$ cat src/rtl/comp_result_debounce_pkg.sv
// Shared definitions for the comparator result debouncer.
// Flag encodings use bit order {l,e,g}.
package comp_result_debounce_pkg;

  localparam logic [2:0] CMP_LT = 3'b100;
  localparam logic [2:0] CMP_EQ = 3'b010;
  localparam logic [2:0] CMP_GT = 3'b001;

  typedef enum logic [1:0] {
    ST_EMPTY  = 2'd0,
    ST_QUAL   = 2'd1,
    ST_STABLE = 2'd2
  } state_e;

endpackage

$ cat src/rtl/comp_result_debounce_onehot3_chk.sv
// Combinational legality check for a {l,e,g} flag triple.
// Legal only when exactly one flag is set.
module onehot3_chk
  import comp_result_debounce_pkg::*;
(
  input  logic [2:0] flags,
  output logic       legal
);

  always_comb begin
    legal = 1'b0;
    unique case (1'b1)
      (flags == CMP_LT): legal = 1'b1;
      (flags == CMP_EQ): legal = 1'b1;
      (flags == CMP_GT): legal = 1'b1;
      default:           legal = 1'b0;
    endcase
  end

endmodule

$ cat src/rtl/comp_result_debounce.sv
// Debounces comparator flags: commits a result after STABLE_CNT
// consecutive identical legal samples, pulses change, counts commits.
module comp_result_debounce
  import comp_result_debounce_pkg::*;
#(
  parameter int unsigned STABLE_CNT = 4,
  parameter int unsigned CNT_W      = 8
) (
  input  logic             clk,
  input  logic             rst_n,
  input  logic             in_valid,
  input  logic             l,
  input  logic             e,
  input  logic             g,
  input  logic             clr,
  output logic             out_l,
  output logic             out_e,
  output logic             out_g,
  output logic             change,
  output logic             err,
  output logic [CNT_W-1:0] evt_cnt
);

  localparam int unsigned RW = $clog2(STABLE_CNT + 1);
  localparam logic [RW-1:0] RUN_MAX = RW'(STABLE_CNT);

  logic [2:0]       smp;
  logic             legal;
  state_e           state_q, state_d;
  logic [2:0]       cand_q, cand_d;
  logic [2:0]       res_q, res_d;
  logic [RW-1:0]    run_q, run_d;
  logic [RW-1:0]    run_nxt;
  logic             commit;
  logic             change_q, change_d;
  logic             err_q, err_d;
  logic [CNT_W-1:0] cnt_q, cnt_d;

  assign smp = {l, e, g};

  onehot3_chk u_chk (
    .flags (smp),
    .legal (legal)
  );

  always_ff @(posedge clk or negedge rst_n) begin
    if (!rst_n) begin
      state_q  <= ST_EMPTY;
      cand_q   <= '0;
      res_q    <= '0;
      run_q    <= '0;
      change_q <= 1'b0;
      err_q    <= 1'b0;
      cnt_q    <= '0;
    end else begin
      state_q  <= state_d;
      cand_q   <= cand_d;
      res_q    <= res_d;
      run_q    <= run_d;
      change_q <= change_d;
      err_q    <= err_d;
      cnt_q    <= cnt_d;
    end
  end

  always_comb begin
    state_d  = state_q;
    cand_d   = cand_q;
    res_d    = res_q;
    run_d    = run_q;
    change_d = 1'b0;
    err_d    = err_q;
    cnt_d    = cnt_q;
    run_nxt  = RW'(1);
    commit   = 1'b0;

    unique case (1'b1)
      (in_valid && legal): begin
        if (run_q != '0 && smp == cand_q) begin
          run_nxt = (run_q >= RUN_MAX) ? RUN_MAX
                                       : run_q + RW'(1);
        end
        commit = (run_nxt == RUN_MAX) && (smp != res_q);
        cand_d = smp;
        run_d  = run_nxt;
        if (commit) begin
          res_d    = smp;
          change_d = 1'b1;
          if (cnt_q != '1) begin
            cnt_d = cnt_q + CNT_W'(1);
          end
        end
        // Returning to the committed value settles without a pulse.
        state_d = (commit || smp == res_q) ? ST_STABLE
                                           : ST_QUAL;
      end
      (in_valid && !legal): begin
        err_d  = 1'b1;
        cand_d = '0;
        run_d  = '0;
      end
      default: ;
    endcase

    if (clr) begin
      err_d = 1'b0;
      cnt_d = '0;
    end
  end

  assign {out_l, out_e, out_g} = res_q;
  assign change  = change_q;
  assign err     = err_q;
  assign evt_cnt = cnt_q;

endmodule

$ cat config.mk
export PLATFORM = sky130hd
export DESIGN_NAME = comp_result_debounce
export DESIGN_NICKNAME = d
export VERILOG_FILES = /design/src/rtl/comp_result_debounce_pkg.sv /design/src/rtl/comp_result_debounce_onehot3_chk.sv /design/src/rtl/comp_result_debounce.sv
export SDC_FILE = /design/constraint.sdc
export NUM_CORES = 1
export LEC_CHECK = 0
export BUFFER_PORTS_ARGS = -buffer_cell sky130_fd_sc_hd__buf_4
export CAP_MARGIN = 15
export CORE_UTILIZATION = 45
export DETAILED_ROUTE_END_ITERATION = 10
export MAX_ROUTING_LAYER = met4
export PLACE_DENSITY = 0.82
export REMOVE_ABC_BUFFERS = 1
export SYNTH_ARGS = -nofsm -noshare
export SYNTH_HDL_FRONTEND = slang
export SYNTH_SLANG_ARGS = --single-unit
$ cat constraint.sdc
create_clock -name clk -period 1.9 [get_ports clk]
set_input_delay 0.38 -clock clk [delete_from_list [all_inputs] [get_ports clk]]
set_output_delay 0.38 -clock clk [all_outputs]
set_load 0.01 [all_outputs]
==> metrics.txt <==
Routed wire per std cell 14.2 um; met2 wire len 1280 um; n_diodes 0; crit start category flip-flop; Initial Utilization 47.5%; total vias in the final route 970; CTS max path bufs 2; EDFF count, synth 0; vias per cell 5.45; Critical-path top delay cell or4_4; fin. max-slew vios 0; later-pin clock latency in the skew report 0.30 ns; unique cell type count in the Yosys netlist 37; post-route minimum period 2.09 ns; highest routed layer met4; Final period util 110%; Die W 50.3 um; Clk pwr share 27.5%; post-route ant nets 0; Remaining DRCs 0; RSZ-0062 raised after global routing yes; core area 0.00221 mm^2; critical path class flip-flop to flip-flop; first-pass GRT wire length 4120 um; register clock-pin slew on the reported worst setup and hold paths 0.12 ns; failing checks negative setup slack; Hold Crit Class primary input to flip-flop; met1 WL 1080 um; Detail Placement HPWL 1810 um; prevailing post-synth register cell dfrtp_1; Comb power frac 16.0%; DR pass1 iterations 4; Worst Setup End Kind flip-flop; row cnt 17; Clock Tree Root clkbuf_4; syn avg cell area 9.63 um^2; vias in the first global route 927; initial antenna violation count 0; CTS Buf Count 3; Area growth, synth to finish 42.1%; share of cells above drive strength 1 45.3%; synthesized flop and latch total 19; Mapped Cells 109; All-Layer GR Usage 22.7%; Final Hold Fails 0; Tightest Pin Transition 0.319 ns; Worst EP arrival 2.31 ns; Post-Synthesis Cell Area 0.00105 mm^2; sequential cell area fraction in the yosys report 45.3%; die area 0.00253 mm^2; largest area contributor in the netlist dfrtp_1; VDD IR-drop max 0.000569 V; CP peak stage delay 0.52 ns; Routed met3 length 97 um; cell internal pwr 553 uW; total power divided by cell area 499 mW/mm^2; CP Data Required Time 2.12 ns; async set-reset flop share out of synthesis 100%; Reg power frac 56.6%; # port buffers 19; share of the synthesized area in the top cell type 45.3%; htree depth 1; P_sw 190 uW; CP Cell Sequence inv_2 > ha_4 > and3b_1 > o32ai_1 > or3_4 > or4_4 > a21oi_2; CTS tree built; pin count of the biggest net entering global routing 20; I/O pin cnt 20; gr ovfl total 0; Rel. slew slack 78.6%; Setup Skew 0.0168 ns; crit-path leading delay family simple AND/OR/NAND/NOR gates; status complete, but fails checks; YS warnings 0; P_leak 0.721 nW; Switching Share 25.6%; largest cells by area after synthesis dfrtp_1 45%, ha_1 3.6%, inv_1 3.6%, nand2_1 3.6%, a21oi_1 3.3%; Num Clock Sinks 19; maximum fanout along the worst path 6; min setup slack post-route -0.187 ns; GP Congestion 0.808; Fill cells 199; WL final 2520 um; Final nets 161; final setup vio count 7; 1st-iter DRT viols 21; fin cells 178; max frequency 479 MHz; Placed Instances 171; CP bufs+invs 1; max_cap viols 0; Die Height 50.3 um; overall power 744 uW
## path summary, 6_finish.rpt
check | startpoint | to | slack [ns] | cells past startpoint
worst max-delay path | run_q[0] | evt_cnt[4] | -0.19 | 7
worst min-delay path | clr | evt_cnt[0] | 0.32 | 2
worst max register to register | run_q[0] | evt_cnt[4] | -0.19 | 7
worst min register to register | err | err | 0.52 | 2
max in group asynchronous | rst_n | evt_cnt[2] | 1.21 | 2
min in group asynchronous | rst_n | run_q[2] | 0.47 | 2
## Yosys cell counts, types with 3 or more instances
library cell	instances
ha_1	3
o21ai_0	5
xnor2_1	3
inv_1	10
or3_1	3
nor2_1	4
o31ai_1	4
a21oi_1	7
xor2_1	3
buf_2	3
dfrtp_1	19
nand2_1	10
or4_1	3
## power by group through the flow
stage	registers, mW	clock network, mW	logic (mW)
2_1_floorplan	0.429	0	0.0384
3_3_place_gp	0.428	0	0.106
3_5_place_dp	0.428	0	0.111
4_1_cts	0.421	0.210	0.119
5_1_grt	0.422	0.228	0.130
6_report	0.421	0.204	0.119
## kinds of logic (layout without fill, tap and decap cells)
group,count (synthesis),after routing,share of synthesized area [%]
mux,2,2,2.15
xor+xnor,7,7,6.56
flops,19,19,45.3
fa+ha+maj,3,3,3.58
simple gates,35,35,18.7
buf+inv,18,59,7.87
compound gates,25,25,15.9
## metrics by stage
step                      TNS [ns]  utilization (%)  hold slack [ns]  setup slack, ns  instance area, um^2
final                       -0.957             67.4            0.315           -0.187                 1490
after global routing         -1.56             67.4            0.315           -0.251                 1490
after CTS                    -1.42             64.9            0.308           -0.240                 1440
after detailed placement     -1.77             61.3            0.266           -0.277                 1360
after global placement       -1.24             61.3            0.266           -0.205                 1360
after floorplan              -1.42                -           0.0844           -0.286                 1000
## state kept, by name, indices dropped and copies added, names as in the netlist
| name | cells |
|---|---|
| evt_cnt | 8 |
| cand_q | 3 |
| err | 1 |
| change | 1 |
| run_q | 3 |
| res_q | 3 |
## placed cells by master (no fill, tap or decap), types with 3 or more instances in the layout
cell,instances
buf_4,42
xor2_1,3
o31ai_1,4
clkbuf_4,3
o21ai_0,5
dfrtp_1,19
a21oi_1,3
xnor2_1,3
inv_1,7
nand2_1,10
a21oi_2,4
nor2_1,4
## metal layers
metal / up-vias / GRT usage, %
met2: 30 / 36.7
met4: 0 / 11.6
li1: 465 / -
met5: - / -
met3: 6 / 3.64
met1: 469 / 27.4
## cell type report
class                           count  area (um^2)  area share [%]
Clock inverter                      1         5.00           0.336
Clock buffer                        3         22.5            1.51
Inverter                           10         40.0            2.68
Timing Repair Buffer               45          357            23.9
Multi-Input combinational cell     72          557            37.3
Tap cell                           28         35.0            2.35
Sequential cell                    19          475            31.9
## repair_timing
item	in CTS	in global routing
setup endpoints to repair	11	12
setup buffers	1	1
hold buffers	1	0
gates resized for setup	8	9
hold endpoints to repair	19	0
pin swaps	5	3
Power figures use the tool's default switching activity.
